===== src/rtl/wb_queue.sv =====
// wb_queue: writeback merge stage with an in-order write queue.
// Merges ALU results, PC-link values and one-cycle-late DRAM load returns onto
// the single register-file write port. When a load return and a non-load
// result collide, the younger one is queued. Upstream is stalled when the
// queue could not absorb a worst-case cycle.
//
// Ports:
//   clk_i, rst_i          core clock, synchronous active-high reset
//   wb_valid_i            retiring instruction presented
//   wb_stall_o            queue cannot accept; upstream holds
//   rd_wr_en_i/sel_i/addr_i  destination write request and source select
//   pc_data_i, alu_data_i    non-load write sources
//   dram_rd_sel_i/addr_i  load type and byte address (captured at issue)
//   dram_rd_data_i        load data, valid the cycle after issue
//   reg_wr_en_o/addr_o/data_o  register-file write port (combinational)
//   q_level_o             queue occupancy
//
// Optional feature: define WB_LOAD_ALIGN_EN to shift load data right by the
// captured byte offset before extension.

module wb_queue #(
    parameter int unsigned XLEN  = 32,
    parameter int unsigned DEPTH = 4
) (
    input  logic                     clk_i,
    input  logic                     rst_i,
    input  logic                     wb_valid_i,
    output logic                     wb_stall_o,
    input  logic                     rd_wr_en_i,
    input  logic [1:0]               rd_wr_sel_i,
    input  logic [4:0]               rd_wr_addr_i,
    input  logic [XLEN-1:0]          pc_data_i,
    input  logic [XLEN-1:0]          alu_data_i,
    input  logic [2:0]               dram_rd_sel_i,
    input  logic [XLEN-1:0]          dram_rd_addr_i,
    input  logic [XLEN-1:0]          dram_rd_data_i,
    output logic                     reg_wr_en_o,
    output logic [4:0]               reg_wr_addr_o,
    output logic [XLEN-1:0]          reg_wr_data_o,
    output logic [$clog2(DEPTH):0]   q_level_o
);

    localparam int unsigned AW = $clog2(DEPTH);
    localparam int unsigned CW = AW + 1;
    localparam int unsigned OW = (XLEN == 64) ? 3 : 2;

    typedef enum logic [1:0] {
        RD_WR_ALU      = 2'd0,
        RD_WR_PC_INC_4 = 2'd1,
        RD_WR_PC_INC_2 = 2'd2,
        RD_WR_DRAM     = 2'd3
    } reg_op_enum;

    typedef enum logic [2:0] {
        DRAM_RD_B  = 3'd0,
        DRAM_RD_H  = 3'd1,
        DRAM_RD_W  = 3'd2,
        DRAM_RD_BU = 3'd3,
        DRAM_RD_HU = 3'd4
    } ram_op_enum;

    if ((XLEN != 32) && (XLEN != 64)) begin : g_bad_xlen
        $error("wb_queue: XLEN must be 32 or 64");
    end
    if ((DEPTH < 2) || ((DEPTH & (DEPTH - 1)) != 0)) begin : g_bad_depth
        $error("wb_queue: DEPTH must be a power of two >= 2");
    end

    // queue storage and state
    logic [4:0]      q_addr [DEPTH];
    logic [XLEN-1:0] q_data [DEPTH];
    logic [AW-1:0]   rd_ptr_r, wr_ptr_r;
    logic [CW-1:0]   count_r;

    // load slot captured at issue
    logic            ld_vld_r;
    logic [4:0]      ld_addr_r;
    logic [2:0]      ld_sel_r;

    reg_op_enum      wr_sel;
    logic            wr_ok, new_vld, ld_take, pop, stall_raw;
    logic [XLEN-1:0] new_data, ld_raw, ld_data;
    logic [CW-1:0]   lvl_after;

    logic            emit_vld;
    logic [4:0]      emit_addr;
    logic [XLEN-1:0] emit_data;
    logic            push0_vld, push1_vld;
    logic [4:0]      push0_addr, push1_addr;
    logic [XLEN-1:0] push0_data, push1_data;

    logic            unused_addr;

`ifdef WB_LOAD_ALIGN_EN
    logic [OW-1:0]   ld_off_r;
    assign ld_raw      = dram_rd_data_i >> {ld_off_r, 3'b000};
    assign unused_addr = ^dram_rd_addr_i[XLEN-1:OW];
`else
    assign ld_raw      = dram_rd_data_i;
    assign unused_addr = ^dram_rd_addr_i;
`endif

    // free slots after this cycle's pop and load push must leave room for one new write
    assign pop        = (count_r != '0);
    assign lvl_after  = count_r + CW'(ld_vld_r) - CW'(pop);
    assign stall_raw  = (lvl_after >= CW'(DEPTH));
    assign wb_stall_o = ~rst_i & stall_raw;

    assign wr_sel  = reg_op_enum'(rd_wr_sel_i);
    assign wr_ok   = wb_valid_i & ~wb_stall_o & ~rst_i & rd_wr_en_i & (rd_wr_addr_i != 5'd0);
    assign new_vld = wr_ok & (wr_sel != RD_WR_DRAM);
    assign ld_take = wr_ok & (wr_sel == RD_WR_DRAM);

    // non-load source mux
    always_comb begin
        new_data = '0;
        case (wr_sel)
            RD_WR_ALU:      new_data = alu_data_i;
            RD_WR_PC_INC_4: new_data = pc_data_i + XLEN'(4);
            RD_WR_PC_INC_2: new_data = pc_data_i + XLEN'(2);
            default:        new_data = '0;
        endcase
    end

    // load extension by captured load type
    always_comb begin
        ld_data = '0;
        case (ram_op_enum'(ld_sel_r))
            DRAM_RD_B:  ld_data = XLEN'($signed(ld_raw[7:0]));
            DRAM_RD_H:  ld_data = XLEN'($signed(ld_raw[15:0]));
            DRAM_RD_W:  ld_data = XLEN'($signed(ld_raw[31:0]));
            DRAM_RD_BU: ld_data = XLEN'(ld_raw[7:0]);
            DRAM_RD_HU: ld_data = XLEN'(ld_raw[15:0]);
            default:    ld_data = '0;
        endcase
    end

    // emit/enqueue priority: queue head, else load return, else new result
    always_comb begin
        emit_vld   = 1'b0;
        emit_addr  = '0;
        emit_data  = '0;
        push0_vld  = 1'b0;
        push0_addr = '0;
        push0_data = '0;
        push1_vld  = 1'b0;
        push1_addr = '0;
        push1_data = '0;
        if (pop) begin
            emit_vld  = 1'b1;
            emit_addr = q_addr[rd_ptr_r];
            emit_data = q_data[rd_ptr_r];
            if (ld_vld_r) begin
                push0_vld  = 1'b1;
                push0_addr = ld_addr_r;
                push0_data = ld_data;
                push1_vld  = new_vld;
                push1_addr = rd_wr_addr_i;
                push1_data = new_data;
            end else begin
                push0_vld  = new_vld;
                push0_addr = rd_wr_addr_i;
                push0_data = new_data;
            end
        end else if (ld_vld_r) begin
            emit_vld   = 1'b1;
            emit_addr  = ld_addr_r;
            emit_data  = ld_data;
            push0_vld  = new_vld;
            push0_addr = rd_wr_addr_i;
            push0_data = new_data;
        end else if (new_vld) begin
            emit_vld  = 1'b1;
            emit_addr = rd_wr_addr_i;
            emit_data = new_data;
        end
    end

    assign reg_wr_en_o   = ~rst_i & emit_vld;
    assign reg_wr_addr_o = rst_i ? 5'd0 : emit_addr;
    assign reg_wr_data_o = rst_i ? '0 : emit_data;
    assign q_level_o     = rst_i ? '0 : count_r;

    // queue pointers, occupancy and load slot
    always_ff @(posedge clk_i) begin
        if (rst_i) begin
            rd_ptr_r  <= '0;
            wr_ptr_r  <= '0;
            count_r   <= '0;
            ld_vld_r  <= 1'b0;
            ld_addr_r <= '0;
            ld_sel_r  <= '0;
        end else begin
            rd_ptr_r <= rd_ptr_r + AW'(pop);
            wr_ptr_r <= wr_ptr_r + AW'(push0_vld) + AW'(push1_vld);
            count_r  <= count_r + CW'(push0_vld) + CW'(push1_vld) - CW'(pop);
            ld_vld_r <= ld_take;
            if (ld_take) begin
                ld_addr_r <= rd_wr_addr_i;
                ld_sel_r  <= dram_rd_sel_i;
            end
        end
    end

`ifdef WB_LOAD_ALIGN_EN
    always_ff @(posedge clk_i) begin
        if (rst_i) begin
            ld_off_r <= '0;
        end else if (ld_take) begin
            ld_off_r <= dram_rd_addr_i[OW-1:0];
        end
    end
`endif

    // queue entry storage; second push lands one slot behind the first
    always_ff @(posedge clk_i) begin
        if (!rst_i) begin
            if (push0_vld) begin
                q_addr[wr_ptr_r] <= push0_addr;
                q_data[wr_ptr_r] <= push0_data;
            end
            if (push1_vld) begin
                q_addr[wr_ptr_r + AW'(1)] <= push1_addr;
                q_data[wr_ptr_r + AW'(1)] <= push1_data;
            end
        end
    end

`ifndef SYNTHESIS
    // occupancy can never exceed DEPTH
    always_ff @(posedge clk_i) begin
        if (!rst_i) begin
            assert (int'(count_r) + int'(push0_vld) + int'(push1_vld) - int'(pop) <= int'(DEPTH));
            assert (!(push0_vld && (count_r == CW'(DEPTH)) && !pop));
        end
    end
`endif

endmodule


===== config.mk =====
export PLATFORM = sky130hd
export DESIGN_NAME = wb_queue
export DESIGN_NICKNAME = d
export VERILOG_FILES = /design/src/rtl/wb_queue.sv
export SDC_FILE = /design/constraint.sdc
export NUM_CORES = 1
export LEC_CHECK = 0
export CORE_MARGIN = 5
export CORE_UTILIZATION = 50
export DETAILED_ROUTE_END_ITERATION = 10
export HOLD_SLACK_MARGIN = 0.1
export PLACE_DENSITY = 0.77
export SLEW_MARGIN = 20
export SYNTH_ARGS = -nofsm -noshare
export SYNTH_HDL_FRONTEND = slang
export SYNTH_SLANG_ARGS = --single-unit

===== constraint.sdc =====
create_clock -name clk_i -period 7.4 [get_ports clk_i]
set_clock_uncertainty 0.05 [all_clocks]
set_input_delay 1.85 -clock clk_i [delete_from_list [all_inputs] [get_ports clk_i]]
set_output_delay 1.85 -clock clk_i [all_outputs]
set_load 0.005 [all_outputs]

==> results of run 1 <==
-- layout make-up --
cell class                      instances  share of cell area (%)
Clock buffer                           19                   3.160
Timing Repair Buffer                  202                   14.01
Tap cell                              285                   2.603
Multi-Input combinational cell        854                   44.01
Inverter                               29                  0.7944
Clock inverter                         11                  0.6392
Sequential cell                       164                   34.79
-- worst max-delay path, stage by stage --
cell                              delay, ps
sky130_fd_sc_hd__clkdlybuf4s50_1        630
sky130_fd_sc_hd__nand4_1                290
sky130_fd_sc_hd__or3_1                  550
sky130_fd_sc_hd__or4_1                  500
sky130_fd_sc_hd__a311oi_1               350
sky130_fd_sc_hd__o21ai_0                210
sky130_fd_sc_hd__a21oi_1                200
sky130_fd_sc_hd__clkdlybuf4s50_1        520
-- worst max path at each step --
stage	startpoint	to	slack, ps	depth (start not counted)
4_1_cts	pc_data_i[5]	reg_wr_data_o[25]	440	8
6_report	pc_data_i[5]	reg_wr_data_o[25]	400	8
3_3_place_gp	pc_data_i[5]	reg_wr_data_o[25]	450	8
3_5_place_dp	pc_data_i[5]	reg_wr_data_o[31]	440	9
2_1_floorplan	rst_i	q_addr[2][0]$_DFFE_PP_	850	7
5_1_grt	rd_wr_sel_i[0]	reg_wr_data_o[16]	200	9
-- synthesized netlist by cell type (9+ instances only) --
cell type | count | area [um2]
sky130_fd_sc_hd__or4_1 | 9 | 67.56
sky130_fd_sc_hd__dfxtp_1 | 16 | 320.3
sky130_fd_sc_hd__xnor2_1 | 19 | 166.4
sky130_fd_sc_hd__or3_1 | 15 | 93.84
sky130_fd_sc_hd__and3_1 | 9 | 56.30
sky130_fd_sc_hd__a21oi_1 | 56 | 280.3
sky130_fd_sc_hd__a22oi_1 | 10 | 75.07
sky130_fd_sc_hd__inv_1 | 28 | 105.1
sky130_fd_sc_hd__buf_2 | 21 | 105.1
sky130_fd_sc_hd__a32o_1 | 11 | 110.1
sky130_fd_sc_hd__and4_1 | 10 | 87.58
sky130_fd_sc_hd__o22ai_2 | 9 | 112.6
sky130_fd_sc_hd__mux4_2 | 37 | 833.3
sky130_fd_sc_hd__clkbuf_1 | 69 | 259.0
sky130_fd_sc_hd__o22ai_1 | 88 | 550.5
sky130_fd_sc_hd__nor3_1 | 15 | 75.07
sky130_fd_sc_hd__nand4_1 | 15 | 93.84
sky130_fd_sc_hd__a31oi_1 | 9 | 56.30
sky130_fd_sc_hd__nor2_1 | 99 | 371.6
sky130_fd_sc_hd__nand2_1 | 106 | 397.9
sky130_fd_sc_hd__and2_1 | 20 | 125.1
sky130_fd_sc_hd__edfxtp_1 | 148 | 4444
sky130_fd_sc_hd__o21ai_0 | 90 | 450.4
sky130_fd_sc_hd__mux2i_1 | 30 | 300.3
sky130_fd_sc_hd__a311oi_1 | 11 | 96.34
sky130_fd_sc_hd__nand3_1 | 18 | 90.09
sky130_fd_sc_hd__o2bb2ai_1 | 11 | 96.34
-- registers in the layout, summed over array words and instances (netlist names) --
signal and flops:
rd_ptr_r 2, q_addr 20, count_r 3, q_data 128, wr_ptr_r 2, ld_addr_r 5
ld_vld_r 1, ld_sel_r 3
-- logic make-up (layout without fill, tap and decap cells) --
logic type / after synthesis / count (layout) / share of synthesized area [%]
adder cells (fa/ha/maj): 9 / 9 / 1.186
buffers and inverters: 133 / 261 / 4.977
AND/OR/NAND/NOR: 361 / 361 / 15.86
AO/OA/AOI/OAI: 389 / 389 / 23.53
multiplexers: 68 / 68 / 10.14
XOR/XNOR: 27 / 27 / 2.095
flip-flops: 164 / 164 / 42.21
-- through the flow --
stage / setup slack, ps / hold WS, ps
finish: 398.2 / 515.1
global route: 199.4 / 548.5
CTS: 437.2 / 510.1
detailed placement: 441.7 / 498.6
global placement: 453.6 / 488.2
floorplan: 847.0 / 459.7
-- metal layers --
metal  vias to the layer above  track usage, %  routed length, um
met5                         -               0                  0
met3                       129           4.568               4426
li1                       4726               -                  -
met2                       794           46.65              17730
met4                         0           13.45               1781
met1                      5040           38.02              14230
-- power by group --
group / internal [W] / switching, W / total [W]
Clock: 0.000454 / 0.000360 / 0.000814
Sequential: 0.00111 / 0.0000555 / 0.00116
Combinational: 0.000751 / 0.00110 / 0.00185
==> results.json, run 1 <==
{
  "status": "completed",
  "grt_use_total_pct": 28.76,
  "dp.cells": 1534,
  "max_cap_viol_count": 0,
  "timing.reg2reg.worst_path_depth": 12,
  "gp_congestion": 0.9278,
  "via_count": 10689,
  "antennaDiodeCount": 0,
  "tritoncts": "built",
  "fill_cells": 1834,
  "timing.rr.start": "count_r[2]$_SDFF_PP0_",
  "detail_route.wirelength_mm": 38.17,
  "die_height_um": 160.3,
  "report.final.hold_viol_count": 0,
  "hold_class": "reg2reg",
  "postSynth.asyncResetShare_pct": 0,
  "mostFrequentLayoutCells": "sky130_fd_sc_hd__clkdlybuf4s50_1, sky130_fd_sc_hd__edfxtp_1, sky130_fd_sc_hd__nand2_1",
  "sequential_cell_area_mm2": 0.004767,
  "wire_length_of_the_first_global_routing_pass_mm": 58.08,
  "final_non_filler_cells": 1564,
  "min_period_over_period_pct": 94.62,
  "clk_root_buffer_cell": "sky130_fd_sc_hd__clkbuf_16",
  "p_leak_nw": 4.547,
  "dp_hpwl_mm": 26.31,
  "finish.net_count": 1418,
  "cts-resized-gates": 0,
  "die_area_mm2": 0.02568,
  "r2r_setup_slack_ps": 3300,
  "yosys_most_used_dff": "sky130_fd_sc_hd__edfxtp_1",
  "min_cycle_time_layout_ps": 7002,
  "std_cell_rows": 55,
  "timing.setup.critical_path_class": "in2out",
  "post-cts-setup-buffer-count": 0,
  "holdCritStartpoint": "ld_addr_r[0]$_SDFFE_PP0P_",
  "ant_nets": 0,
  "multi_input_area_mm2": 0.006030,
  "timing.critical_path.fanout_max": 7,
  "rsz0062_at_grt": "false",
  "achievable-frequency_mhz": 142.8,
  "design_area_mm2": 0.01370,
  "post-route-util_pct": 61.08,
  "rr_endpoint": "q_data[3][29]$_DFFE_PP_",
  "tightestPinTransition_ps": 1060,
  "route.detailed.wl_per_inst_um": 24.40,
  "placement.io_buffers": 151,
  "cp-end-kind": "output port",
  "synthesized_instance_count": 1151,
  "final_layout_setup_total_negative_slack_ps": 0,
  "cp_data_required_time_ps": 5500,
  "worst_hold_path.num_cells": 2,
  "placed_area_mm2": 0.01318,
  "startpoint_type": "input pin",
  "cts.sinks": 164,
  "vdd_drop_max_mv": 0.2008,
  "grt.overflow.total": 0,
  "synth_warnings": 0,
  "htree_levels": 4,
  "post_synth_num_cell_types": 80,
  "critical_path_arrival_ps": 5100,
  "cts_buffer_depth": 2,
  "core-area_mm2": 0.02243,
  "synth_cell_area_mm2": 0.01129,
  "timing.final.max_slew_violations": 0,
  "drt_iter0_drc": 1425,
  "chipWidth_um": 160.3,
  "clock_latency_ps": 430,
  "cts-buffers-inserted": 17,
  "antenna_violations_before_repair": 0,
  "ys_seq_area_share_pct": 42.21,
  "whs_endpoint": "ld_addr_r[0]$_SDFFE_PP0P_",
  "postSynthNetCount": 1301,
  "drcViolationCount": 0,
  "initial_core_util_pct": 50.32,
  "grt_start_max_net_pins": 73,
  "worst_setup_hold_path_clk_slew_ps": 60,
  "setup_violations": 0,
  "synth.ff_latch_count": 164,
  "drt-vias-per-instance": 6.834,
  "firstDrtPassIters": 6,
  "power.total_w": 0.003825,
  "timing.max_slew.rel_slack_pct": 29.07,
  "first_global_vias": 10377,
  "ios": 184,
  "final_layout_size_suffix_gt1_share_pct": 12.59,
  "mostFrequentLayoutCell": "sky130_fd_sc_hd__clkdlybuf4s50_1",
  "area.growth.synth_to_final_pct": 21.38,
  "average_footprint_of_a_synthesized_cell_um2": 9.807,
  "pwr_density_cell_mw_per_mm2": 279.1,
  "post_synth_edffs": 148,
  "ctsHoldBuffers": 0
}
Note: power is estimated with default switching activity, not from simulation.
==> run 2, diff against run 1 <==
==> constraint.sdc (replaced) <==
create_clock -name clk_i -period 7.4 [get_ports clk_i]
set_clock_uncertainty 0.05 [all_clocks]
set_input_delay 1.48 -clock clk_i [delete_from_list [all_inputs] [get_ports clk_i]]
set_output_delay 1.48 -clock clk_i [all_outputs]
set_load 0.005 [all_outputs]
==> run 2 against run 1 <==
Net effect: first-iteration DRC count grew 1.2%; cell count fell by 1.1%; clock power grew 16%; via count shrank 1.1%; worst setup slack improved by 370 ps; count of clock-buffer cells in the layout shrank 2; maximum frequency rose by 5.6%; global-route usage fell by 0.37 points.
==> results.json, run 2 (synthesis gave the netlist of run 1 again) <==
{
  "report.final.hold_viol_count": 0,
  "grt.met3_usage_pct": 6.994,
  "max_flop_register": "q_data",
  "cts-buffers-inserted": 17,
  "clock_latency_ps": 440,
  "layout_top_registers": "q_data (128), q_addr (20), ld_addr_r (5)",
  "ios": 184,
  "route.detailed.wl_per_inst_um": 24.16,
  "largest_register_ff_count": 128,
  "cts_buffer_depth": 2,
  "tritoncts": "built",
  "cp-end-kind": "output port",
  "chipWidth_um": 160.3,
  "die_height_um": 160.3,
  "final_layout_size_suffix_gt1_share_pct": 11.81,
  "setup_violations": 0,
  "grt.overflow.total": 0,
  "vdd_drop_max_mv": 0.2190,
  "core-area_mm2": 0.02243,
  "gp_congestion": 0.9466,
  "mostFrequentLayoutCells": "sky130_fd_sc_hd__clkdlybuf4s50_1, sky130_fd_sc_hd__edfxtp_1, sky130_fd_sc_hd__nand2_1",
  "timing.setup.critical_path_class": "in2out",
  "achievable-frequency_mhz": 150.9,
  "cp_data_required_time_ps": 5870,
  "drt_iter0_drc": 1442,
  "initial_core_util_pct": 50.32,
  "htree_levels": 4,
  "grt.met2_usage_pct": 46.55,
  "timing.critical_path.fanout_max": 13,
  "met1_usage_pct": 36.91,
  "path_cells": "clkdlybuf4s50_1 > nand4_1 > or3_1 > or4_1 > a311oi_2 > o21ai_0 > a21oi_1 > clkdlybuf4s50_1",
  "detail_route.wirelength_mm": 37.37,
  "antenna_violations_before_repair": 1,
  "dp_hpwl_mm": 25.25,
  "grt_most_used_layer": "met2",
  "firstDrtPassIters": 7,
  "timing.max_slew.rel_slack_pct": 21.90,
  "status": "completed",
  "area.growth.synth_to_final_pct": 20.85,
  "critical_path_arrival_ps": 5100,
  "timing.final.max_slew_violations": 0,
  "first_global_vias": 10059,
  "die_area_mm2": 0.02568,
  "cts-resized-gates": 0,
  "post-cts-setup-buffer-count": 0,
  "drt-vias-per-instance": 6.833,
  "ctsHoldBuffers": 0,
  "std_cell_rows": 55,
  "max_incr_delay_on_cp_ps": 640,
  "hold_class": "reg2reg",
  "startpoint_type": "input pin",
  "min_cycle_time_layout_ps": 6629,
  "pwr_density_cell_mw_per_mm2": 289.2,
  "power.total_w": 0.003945,
  "via_count": 10571,
  "tightestPinTransition_ps": 1166,
  "grt_start_max_net_pins": 73,
  "drcViolationCount": 0,
  "final_layout_setup_total_negative_slack_ps": 0,
  "grt_use_total_pct": 28.39,
  "ant_nets": 0,
  "min_period_over_period_pct": 89.58,
  "p_leak_nw": 4.494,
  "cts.sinks": 164,
  "timing.critical_path.slowest_stage_cell": "sky130_fd_sc_hd__clkdlybuf4s50_1",
  "critical_path_most_common_cell": "sky130_fd_sc_hd__clkdlybuf4s50_1",
  "max_cap_viol_count": 0,
  "rsz0062_at_grt": "false",
  "mostFrequentLayoutCell": "sky130_fd_sc_hd__clkdlybuf4s50_1",
  "placement.io_buffers": 151,
  "wire_length_of_the_first_global_routing_pass_mm": 57.10,
  "finish.net_count": 1399,
  "worst_setup_hold_path_clk_slew_ps": 70,
  "antennaDiodeCount": 0,
  "clk_root_buffer_cell": "sky130_fd_sc_hd__clkbuf_16"
}
[run 2: cell types whose count changed in the layout (fill, tap and decap cells not counted), moves of 3 or more]
cell | previous run | this run
sky130_fd_sc_hd__clkinv_2 | 3 | 0
sky130_fd_sc_hd__clkinv_1 | 3 | 0
sky130_fd_sc_hd__clkinv_4 | 0 | 3
sky130_fd_sc_hd__buf_4 | 49 | 32
[run 2: path summary, 6_finish.rpt]
| check | startpoint | endpoint | slack [ps] | depth (start not counted) |
|---|---|---|---|---|
| max | pc_data_i[5] | reg_wr_data_o[29] | 770 | 8 |
| min | ld_addr_r[0]$_SDFFE_PP0P_ | ld_addr_r[0]$_SDFFE_PP0P_ | 510 | 2 |
| max reg2reg | ld_vld_r$_SDFF_PP0_ | q_data[3][19]$_DFFE_PP_ | 2950 | 12 |
| min reg2reg | ld_addr_r[0]$_SDFFE_PP0P_ | ld_addr_r[0]$_SDFFE_PP0P_ | 510 | 2 |
[run 2: layout make-up]
cell class                      instances  area (um2)
Multi-Input combinational cell        854        6037
Fill cell                            1838        8792
Timing Repair Buffer                  183        1752
Clock buffer                           17       425.4
Clock inverter                         15       195.2
Inverter                               29       108.9
Tap cell                              285       356.6
Sequential cell                       164        4767
[run 2: report_power, final]
group,internal (W),switching [W],leakage (nW)
Combinational,0.000743,0.00109,2.72
Clock,0.000540,0.000403,0.291
Sequential,0.00111,0.0000597,1.48
Total,0.00239,0.00156,4.49
[run 2: critical path: cells and delay by family]
kind	cells	cell delay (ps)
buffers and inverters	2	1180
and+or+nand+nor	3	1630
AOI/OAI and AO/OA	3	810
[run 2: per-stage QoR]
stage	hold slack, ps	setup slack [ps]	cell area, um2	std cells	util (%)
2_1_floorplan	459.7	988.7	11300	1151	-
3_3_place_gp	492.7	875.0	13020	1515	58.04
3_5_place_dp	501.1	866.8	13020	1515	58.04
4_1_cts	517.2	857.9	13640	1547	60.81
5_1_grt	539.1	581.3	13640	1547	60.81
6_report	514.8	771.0	13640	1547	60.81
[run 2: layer usage]
| metal | up-vias | wire length, um |
|---|---|---|
| li1 | 4686 | - |
| met1 | 5005 | 13910 |
| met2 | 766 | 17630 |
| met3 | 112 | 4586 |
| met4 | 2 | 1237 |
| met5 | - | 8 |
